### src/rtl/mem_stage_pkg.sv
// Shared types and reset values for the MEM pipeline stage.
// The optional LWL/LWR merge support is enabled with MEM_LWLR_EN.
package mem_stage_pkg;

    typedef enum logic [2:0] {
        LD_NONE = 3'd0,
        LB      = 3'd1,
        LBU     = 3'd2,
        LH      = 3'd3,
        LHU     = 3'd4,
        LW      = 3'd5,
        LWL     = 3'd6,
        LWR     = 3'd7
    } load_type_e;

    typedef enum logic [1:0] {
        ST_IDLE = 2'd0,   // non-load, or nothing held
        ST_WAIT = 2'd1,   // load issued, read data not yet returned
        ST_HOLD = 2'd2    // read data captured, WB not yet accepting
    } mem_state_e;

    localparam logic [31:0] MEM_RST_WORD  = 32'h0;
    localparam logic [3:0]  MEM_RST_WE    = 4'h0;
    localparam logic [4:0]  MEM_RST_WNUM  = 5'h0;
    localparam logic [2:0]  MEM_RST_WTYPE = 3'h0;

endpackage

### src/rtl/mem_stage_load_align.sv
// Load data alignment and extension; LWL/LWR byte merging when MEM_LWLR_EN is defined.
module mem_stage_load_align
    import mem_stage_pkg::*;
(
    input  logic [31:0] src,
    input  logic [1:0]  off,
    input  load_type_e  load_type,
    input  logic [31:0] rt_data,
    output logic [31:0] wbdata,
    output logic [3:0]  we
);

    logic [7:0]  byte_sel;
    logic [15:0] half_sel;

    assign byte_sel = src[{off, 3'b000} +: 8];
    assign half_sel = off[1] ? src[31:16] : src[15:0];

`ifdef MEM_LWLR_EN
    logic [1:0]  inv_off;
    logic [31:0] lwl_data;
    logic [31:0] lwr_data;
    logic [3:0]  lwl_we;
    logic [3:0]  lwr_we;
    logic [31:0] merge_data;
    logic [3:0]  merge_we;

    assign inv_off  = 2'd3 - off;
    assign lwl_data = src << {inv_off, 3'b000};
    assign lwr_data = src >> {off, 3'b000};
    assign lwl_we   = 4'hF << inv_off;
    assign lwr_we   = 4'hF >> off;
    assign merge_we   = (load_type == LWL) ? lwl_we : lwr_we;
    assign merge_data = (load_type == LWL) ? lwl_data : lwr_data;
`else
    logic unused_rt;
    assign unused_rt = ^rt_data;
`endif

    always_comb begin
        wbdata = src;
        we     = 4'hF;
        case (load_type)
            LB:  wbdata = {{24{byte_sel[7]}}, byte_sel};
            LBU: wbdata = {24'h0, byte_sel};
            LH:  wbdata = {{16{half_sel[15]}}, half_sel};
            LHU: wbdata = {16'h0, half_sel};
`ifdef MEM_LWLR_EN
            LWL, LWR: begin
                // Unwritten bytes carry old rt so forwarding sees the full merged word
                for (int b = 0; b < 4; b++)
                    wbdata[8*b +: 8] = merge_we[b] ? merge_data[8*b +: 8] : rt_data[8*b +: 8];
                we = merge_we;
            end
`endif
            default: ;
        endcase
    end

endmodule

### src/rtl/mem_stage.sv
// MEM pipeline stage: waits on data-SRAM load responses, aligns load data and
// presents the writeback bundle to WB. Optional LWL/LWR support: MEM_LWLR_EN.
module mem_stage
    import mem_stage_pkg::*;
#(
    parameter int DW = 32
) (
    input  logic          clk,
    input  logic          rst,
    input  logic          exe_valid_in,
    output logic          mem_allowin_out,
    input  logic [DW-1:0] exe_PC_in,
    input  logic [DW-1:0] exe_result_in,
    input  logic [DW-1:0] exe_rt_data_in,
    input  logic [2:0]    exe_load_type_in,
    input  logic [3:0]    exe_reg_we_in,
    input  logic [4:0]    exe_wnum_in,
    input  logic [2:0]    exe_write_type_in,
    input  logic          data_rdata_ok_in,
    input  logic [DW-1:0] data_rdata_in,
    input  logic          wb_allowin_in,
    output logic          mem_valid_out,
    output logic [DW-1:0] mem_wbdata_out,
    output logic [3:0]    mem_reg_we_out,
    output logic [4:0]    mem_wnum_out,
    output logic [2:0]    mem_write_type_out,
    output logic [DW-1:0] mem_PC_out,
    output logic [3:0]    mem_fwd_we_out,
    output logic          mem_load_pending_out
);

    logic          valid_r;
    mem_state_e    state;
    logic [DW-1:0] pc_r;
    logic [DW-1:0] result_r;
    logic [DW-1:0] rt_r;
    logic [DW-1:0] rdata_r;
    load_type_e    ltype_r;
    logic [3:0]    we_r;
    logic [4:0]    wnum_r;
    logic [2:0]    wtype_r;

    logic          ready;
    logic          allowin;
    logic          is_load;
    logic [DW-1:0] src;
    logic [DW-1:0] align_data;
    logic [3:0]    align_we;

    // Returning data in WAIT makes the stage ready the same cycle (no bubble).
    assign ready   = (state != ST_WAIT) || data_rdata_ok_in;
    assign allowin = !valid_r || (ready && wb_allowin_in);
    assign is_load = (ltype_r != LD_NONE);
    assign src     = (state == ST_WAIT) ? data_rdata_in : rdata_r;

    always_ff @(posedge clk or posedge rst) begin
        if (rst) begin
            valid_r  <= 1'b0;
            state    <= ST_IDLE;
            pc_r     <= MEM_RST_WORD;
            result_r <= MEM_RST_WORD;
            rt_r     <= MEM_RST_WORD;
            rdata_r  <= MEM_RST_WORD;
            ltype_r  <= LD_NONE;
            we_r     <= MEM_RST_WE;
            wnum_r   <= MEM_RST_WNUM;
            wtype_r  <= MEM_RST_WTYPE;
        end else begin
            if (allowin) begin
                valid_r <= exe_valid_in;
                if (exe_valid_in) begin
                    pc_r     <= exe_PC_in;
                    result_r <= exe_result_in;
                    rt_r     <= exe_rt_data_in;
                    ltype_r  <= load_type_e'(exe_load_type_in);
                    we_r     <= exe_reg_we_in;
                    wnum_r   <= exe_wnum_in;
                    wtype_r  <= exe_write_type_in;
                end
                state <= (exe_valid_in && load_type_e'(exe_load_type_in) != LD_NONE) ? ST_WAIT : ST_IDLE;
            end else if (state == ST_WAIT && data_rdata_ok_in) begin
                rdata_r <= data_rdata_in;
                state   <= ST_HOLD;
            end
        end
    end

    mem_stage_load_align u_align (
        .src       (src),
        .off       (result_r[1:0]),
        .load_type (ltype_r),
        .rt_data   (rt_r),
        .wbdata    (align_data),
        .we        (align_we)
    );

    assign mem_allowin_out      = allowin;
    assign mem_valid_out        = valid_r && ready;
    assign mem_wbdata_out       = is_load ? align_data : result_r;
    assign mem_reg_we_out       = is_load ? align_we : we_r;
    assign mem_wnum_out         = wnum_r;
    assign mem_write_type_out   = wtype_r;
    assign mem_PC_out           = pc_r;
    assign mem_fwd_we_out       = mem_valid_out ? mem_reg_we_out : 4'h0;
    assign mem_load_pending_out = valid_r && (state == ST_WAIT);

endmodule

### config.mk
export PLATFORM = sky130hd
export DESIGN_NAME = mem_stage
export DESIGN_NICKNAME = d
export VERILOG_FILES = /design/src/rtl/mem_stage_pkg.sv /design/src/rtl/mem_stage_load_align.sv /design/src/rtl/mem_stage.sv
export SDC_FILE = /design/constraint.sdc
export NUM_CORES = 1
export LEC_CHECK = 0
export BUFFER_PORTS_ARGS = -buffer_cell sky130_fd_sc_hd__buf_2
export CAP_MARGIN = 20
export CORE_ASPECT_RATIO = 1.2
export CORE_MARGIN = 2
export CORE_UTILIZATION = 47
export CTS_CLUSTER_DIAMETER = 100
export DETAILED_ROUTE_END_ITERATION = 7
export GPL_TIMING_DRIVEN = 0
export PLACE_DENSITY = 0.75
export SLEW_MARGIN = 20
export SYNTH_ARGS = -nofsm -noshare
export SYNTH_HDL_FRONTEND = slang
export SYNTH_HIERARCHICAL = 1
export SYNTH_SLANG_ARGS = --single-unit
export TNS_END_PERCENT = 20
### constraint.sdc
create_clock -name clk -period 4.41 [get_ports clk]
set_input_delay 0.6615 -clock clk [delete_from_list [all_inputs] [get_ports clk]]
set_output_delay 0.6615 -clock clk [all_outputs]
set_load 0.01 [all_outputs]
* Word-level counts from Yosys, hierarchy flattened
Cells that the tools add are included.
Word-level totals: logic and storage cells 39, output and inout bits 83, input bits 148, bits in registers 114
Cells by class: eq/ne operators 6, muxes and demuxes 9, bitwise logic cells 1, reduce and logical (&&, ||, !) cells 13, shift operators 1
Operators with widths (number):
- case mux 32 bit (4 select lines) | 1
- 2-to-1 mux 32 bit | 2
- variable part select 32 x 6 -> 8 bit | 1
- 2-to-1 mux 16 bit | 1
- 2-to-1 mux 4 bit | 2
- equality test 3 x 2 -> 1 bit (second input constant) | 2
- nonzero test 3 bit | 2
- logical AND 1 bit | 5
- 2-to-1 mux 2 bit | 2
- AND reduction 2 bit | 2
- equality test 3 x 1 -> 1 bit (second input constant) | 1
- equality test 3 bit (second input constant) | 1
- equality test 2 x 1 -> 1 bit (second input constant) | 1
- logical OR 1 bit | 2
- inequality test 2 x 1 -> 1 bit (second input constant) | 1
- nonzero test 2 bit | 1
- zero test 1 bit | 1
- 2-to-1 mux 1 bit | 1
- inverter 1 bit | 1

* Longest topological paths before layout
Gate-level depths: netlist of run 1.
depth in word-level cells 6, mapped depth 11, depth with buffers taken out 8

* Modules after synthesis
The synthesis of run 1 kept the hierarchy.
Modules (own cells, without submodules):
- mem_stage | cells each 471, area each 6367.4 µm², seq. area each 3653.5 µm², instances 1
- mem_stage_load_align | cells each 125, area each 883.3 µm², seq. area each 0.0 µm², instances 1

* Least setup slack after synthesis of run 1
OpenSTA, ideal clock, no wires.
path type reg2out, start register state[1], end output port mem_wbdata_out[16], buffers on the path 3, setup slack 1.400 ns, data required time 3.749 ns, arrival 2.349 ns, cell stages (with the launch flop) 12, cell sequence dfrtp_1 -> nand2b_1 -> buf_2 -> clkbuf_1 -> nand2_1 -> nand2_1 -> mux4_2 -> nor2_1 -> a311oi_4 -> buf_6 -> a21o_1 -> mux2_2
Between the ends: word-level cells in the longest chain between the ends 5, elaborated cells between the ends (all ways) 6
RTL lines:
- start: declaration | line mem_stage.sv:33 | mem_state_e state;
- start signal: assignment | line mem_stage.sv:80 | state <= (exe_valid_in && load_type_e'(exe_load_type_in) != LD_NONE) ? ST_WAIT : ST_IDLE;
- equality test 2 x 1 -> 1 bit (*) | line mem_stage.sv:54 | assign src = (state == ST_WAIT) ? data_rdata_in : rdata_r;
- 2-to-1 mux 32 bit (*) | line mem_stage.sv:54
- via src[15] | line mem_stage.sv:46 | logic [DW-1:0] src;
- variable part select 32 x 6 -> 8 bit or 2-to-1 mux 16 bit (tied branches) | line mem_stage_load_align.sv:16, mem_stage_load_align.sv:17
- case mux 32 bit (4 select lines) (*) | line mem_stage_load_align.sv:43 | case (load_type)
- via align_data[16] | line mem_stage.sv:47 | logic [DW-1:0] align_data;
- 2-to-1 mux 32 bit (*) | line mem_stage.sv:99 | assign mem_wbdata_out = is_load ? align_data : result_r;
- end: declaration | line mem_stage.sv:23 | output logic [DW-1:0] mem_wbdata_out,
The timed path passes the listed nets; every way through them passes the cells marked *.

* Worst setup path after layout of run 1
start register state[1], end output port mem_wbdata_out[31]
The elaborated chain is that of the path after synthesis.

==> impl_metrics.yaml, run 1 <==
grt:
  met3_usage: 0.0795
  grt_pass1_wl_um: 26900
  grt_usage: 0.256
  grtUsageMet1: 0.279
  grt_overflow: 0
  grt_max_degree: 68
  grt-busiest-layer: "met2"
  grt.met2_usage: 0.459
  antenna_found_initial: 1
  grt_pass1_vias: 5268
worst_setup_path:
  critical_path_class: "register to output pin"
  start_kind: "register"
  crit_path_max_fanout: 10
  end_kind: "output pin"
  r2r_end: "result_r[18]$_DFFE_PP0P_"
  r2r_cells: 6
  regToRegStartpoint: "state[1]$_DFFE_PP0P_"
  cp.arrival_ns: 3.27
  reg2reg_slack_ns: 2.42
  cp_data_required_time_ns: 3.75
die:
  std_cell_rows: 45
  io_pins: 231
  core_um2: 12600
  start_util: 0.481
  fp.dieW_um: 108
  die_area_um2: 13800
  die_y_um: 128
detailed_routing:
  drc: 0
  antenna_left: 0
  wl_um: 17000
  vias: 4974
  wire_per_inst_um: 18.3
  viasPerCell: 5.35
  initialDrtViolationCount: 245
  first_pass_iters: 4
layout:
  most-common-layout-cells: "buf_2, nand2_1, dfrtp_1"
  multi_input_area_um2: 2940
  drive_gt1_frac: 0.483
  final_common_cell: "buf_2"
  area_growth_pct: 31.1
  final_core_util: 0.630
  fin_nets: 899
  seq_area_um2: 2850
  fill_cells: 1025
logic_synthesis:
  synth-warning-count: 6
  netlist_instances: 530
  syn_avg_cell_area_um2: 11.4
  netlist_area_um2: 6070
sta:
  setup_viol: 0
  max_clock_freq_ghz: 0.254
  worst_pin_slew_ns: 0.972
  period_minus_slack_ns: 3.93
  rsz0062_at_grt: "false"
  final_hold_viol_count: 0
  relSlewSlack: 0.349
  fin_skew_ns: 0.0121
  tns_ns: 0
  finalCritPeriodShare: 0.892
  finalMaxSlewViolations: 0
placed_design:
  globalplace.congestion: 0.943
  io_buffers: 198
  dp_hpwl_um: 13100
power:
  switching_power_mw: 1.51
  comb_power_share: 0.357
  cellLeakagePower_nw: 3.98
  intPower_mw: 3.04
  ir_worst_vdd_mv: 0.279
  p_seq_frac: 0.318
  p_per_area_nw_per_um2: 572
  power_frac_clock: 0.325
  switching_share: 0.333
cts:
  post_cts_buffers: 0
  clkTransAtPathRegs_ns: 0.06
  hold_buffers: 0
  worstSkewPairLatency_ns: 0.41
  numCtsBuffers: 17
  cts_tree: "built"
  cts_resized: 0
  clkSinkCount: 114
  cts_max_level: 4
  clockBufferDepth: 2
  ctsRootBufferMaster: "clkbuf_16"
job:
  cap_violations: 0
worst_hold_path:
  hold_path.class: "input port to async pin"
status:
  status: "complete, no violations"
==> flip-flops by register name, indices dropped and copies added, names as in the netlist <==
name / count
result_r: 32
we_r: 4
rdata_r: 32
mem_write_type_out: 3
state: 2
valid_r: 1
mem_wnum_out: 5
ltype_r: 3
mem_PC_out: 32
==> power groups by stage <==
| stage | clock (mW) | combinational, mW | sequential (mW) |
|---|---|---|---|
| final | 1.48 | 1.63 | 1.45 |
| after global routing | 1.56 | 1.76 | 1.48 |
| after CTS | 1.50 | 1.64 | 1.45 |
| after global placement | 0 | 1.59 | 1.44 |
| after floorplan | 0 | 1.03 | 1.46 |
| after detailed placement | 0 | 1.62 | 1.46 |
==> layout make-up <==
cell class / instances / area share
plain buffers: 41 / 0.0335
multi-input cells: 372 / 0.369
inverters: 6 / 0.00346
flip-flops and latches: 114 / 0.359
clock buffers: 18 / 0.0552
well taps: 164 / 0.0258
diodes: 1 / 0.000315
repair buffers: 199 / 0.128
clock inverters: 14 / 0.0255
==> critical path, stage by stage (launching register included) <==
cell	delay [ns]
dfrtp_1	0.43
nand2b_1	0.15
buf_2	0.18
clkbuf_1	0.25
nand2_1	0.12
nand2_1	0.17
mux4_2	0.52
nor2_1	0.19
a311oi_4	0.10
buf_6	0.18
a21o_1	0.16
mux2_2	0.27
buf_2	0.15
==> metrics by stage <==
stage	area [um2]	total power, mW	hold slack (ns)	setup WS [ns]	cells
3_5_place_dp	7310	3.09	0.476	0.935	896
6_report	7950	4.55	0.275	0.478	929
4_1_cts	7950	4.59	0.282	0.470	928
5_1_grt	7950	4.80	0.301	0.247	928
2_1_floorplan	6080	2.49	0.459	0.733	533
3_3_place_gp	7270	3.03	0.469	-0.408	895
==> how the worst max path moves through the flow <==
stage               slack [ns]            startpoint                 endpoint
global route              0.25  state[1]$_DFFE_PP0P_       mem_wbdata_out[31]
global placement         -0.41                   rst  rdata_r[10]$_DFFE_PP0P_
CTS                       0.47  state[1]$_DFFE_PP0P_       mem_wbdata_out[31]
detailed placement        0.94  state[1]$_DFFE_PP0P_       mem_wbdata_out[31]
finish                    0.48  state[1]$_DFFE_PP0P_       mem_wbdata_out[31]
floorplan                 0.73                   rst   ltype_r[0]$_DFFE_PP0P_
==> per-layer routing <==
metal | up-vias | wire (um)
met4 | 0 | 543
met1 | 2392 | 6050
met3 | 35 | 1490
met2 | 228 | 8940
met5 | - | 0
li1 | 2319 | -
Note: power is estimated with default switching activity, not from simulation.
==> run 2, diff against run 1 <==
BUFFER_PORTS_ARGS = default   (was -buffer_cell sky130_fd_sc_hd__buf_2)
CORE_UTILIZATION = 58   (was 47)
DONT_BUFFER_PORTS = 1   (was default)
PLACE_DENSITY = 0.73   (was 0.75)
==> impl_metrics.yaml, run 2 (synthesized netlist as in run 1, its figures left out) <==
status:
  status: "complete, no violations"
detailed_routing:
  drc: 0
  initialDrtViolationCount: 253
  antenna_left: 0
  viasPerCell: 6.05
  wire_per_inst_um: 22.0
  vias: 4180
  wl_um: 15200
  first_pass_iters: 5
placed_design:
  globalplace.congestion: 0.908
  io_buffers: 0
  dp_hpwl_um: 11500
sta:
  finalCritPeriodShare: 0.857
  relSlewSlack: 0.377
  tns_ns: 0
  rsz0062_at_grt: "false"
  setup_viol: 0
  max_clock_freq_ghz: 0.265
  fin_hold_ws_ns: 0.156
  fin_skew_ns: 0.00527
  period_minus_slack_ns: 3.78
  worst_pin_slew_ns: 0.930
  finalMaxSlewViolations: 0
  final_hold_viol_count: 0
layout:
  fin_nets: 701
  area_growth_pct: 13.1
  drive_gt1_frac: 0.301
  num_antenna_cells: 0
  final_common_cell: "nand2_1"
  fill_cells: 792
  most-common-layout-cells: "nand2_1, dfrtp_1, mux2_2"
worst_setup_path:
  r2r_cells: 6
  cp_data_required_time_ns: 3.75
  reg2reg_slack_ns: 2.48
  regToRegStartpoint: "state[1]$_DFFE_PP0P_"
  start_kind: "register"
  crit_path_max_fanout: 10
  r2r_end: "result_r[29]$_DFFE_PP0P_"
  critical_path_class: "register to output pin"
  cp.arrival_ns: 3.12
  end_kind: "output pin"
worst_hold_path:
  hold_path.class: "input port to async pin"
grt:
  antenna_found_initial: 0
  grt_overflow: 0
  grt_pass1_wl_um: 23600
  grt_usage: 0.273
  grt_pass1_vias: 4377
  grt_max_degree: 62
job:
  cap_violations: 0
power:
  switching_share: 0.342
  switching_power_mw: 1.43
  p_seq_frac: 0.359
  power_frac_clock: 0.325
  p_per_area_nw_per_um2: 608
  comb_power_share: 0.316
  intPower_mw: 2.74
  total_power_mw: 4.17
  cellLeakagePower_nw: 3.15
  ir_worst_vdd_mv: 0.306
cts:
  clkTransAtPathRegs_ns: 0.06
  cts_tree: "built"
  numCtsBuffers: 17
  worstSkewPairLatency_ns: 0.40
  clockBufferDepth: 2
  hold_buffers: 0
  cts_max_level: 4
  cts_resized: 0
  ctsRootBufferMaster: "clkbuf_16"
  post_cts_buffers: 0
  clkSinkCount: 114
die:
  std_cell_rows: 40
  fp.dieW_um: 97.4
  io_pins: 231
  core_um2: 10100
  die_y_um: 116
  start_util: 0.600
  die_area_um2: 11300
[run 2: cell count changes in the layout (fill, tap and decap cells not counted), sizes merged]
| cell | change |
|---|---|
| clkinv | -1 |
| bufinv | -2 |
| inv | +2 |
| diode | -1 |
| buf | -198 |
[run 2: worst max-delay path by stage]
stage	startpoint	endpoint	slack [ns]
2_1_floorplan	rst	ltype_r[0]$_DFFE_PP0P_	0.73
3_3_place_gp	rst	rdata_r[6]$_DFFE_PP0P_	-0.33
3_5_place_dp	state[1]$_DFFE_PP0P_	mem_wbdata_out[31]	1.06
4_1_cts	state[1]$_DFFE_PP0P_	mem_wbdata_out[23]	0.61
5_1_grt	state[1]$_DFFE_PP0P_	mem_wbdata_out[23]	0.41
6_report	state[1]$_DFFE_PP0P_	mem_wbdata_out[23]	0.63
[run 2: layout make-up]
cell class                      instances  area (um2)  area share
Buffer                                 41         267      0.0389
Multi-Input combinational cell        372        2940       0.428
Sequential cell                       114        2850       0.416
Timing Repair Buffer                    1        27.5     0.00401
Clock inverter                         13         151      0.0221
Inverter                                6        27.5     0.00401
Tap cell                              126         158      0.0230
Clock buffer                           18         439      0.0640
[run 2: metal layers]
metal,part of all wire,wire length [um],global-route usage,vias up
met4,0.029,444,0.112,0
met2,0.53,8030,0.478,195
met1,0.36,5500,0.311,2041
met3,0.083,1260,0.0899,37
met5,0,0,0,-
li1,-,-,-,1907
[run 2: power by group through the flow]
stage	logic (mW)	registers, mW	clock network (mW)
6_report	1.32	1.50	1.35
5_1_grt	1.42	1.53	1.43
4_1_cts	1.31	1.50	1.37
3_5_place_dp	1.30	1.51	0
3_3_place_gp	1.27	1.50	0
2_1_floorplan	1.03	1.46	0
[run 2: through the flow]
stage | util | std cells | worst slack (ns) | area, um2
floorplan | - | 533 | 0.733 | 6080
global placement | 0.617 | 659 | -0.329 | 6240
detailed placement | 0.620 | 660 | 1.06 | 6270
CTS | 0.678 | 691 | 0.611 | 6860
global route | 0.678 | 691 | 0.413 | 6860
finish | 0.678 | 691 | 0.633 | 6860
[run 2: worst max-delay path, cell delays in order (launching register included)]
cell and delay [ns]:
dfrtp_1 0.39, nand2b_1 0.11, buf_2 0.22, clkbuf_1 0.37, nand2_1 0.10, nand2_1 0.21
mux4_2 0.29, nor2_1 0.06, a311oi_4 0.46, buf_6 0.21, a21o_1 0.11, mux2_2 0.18
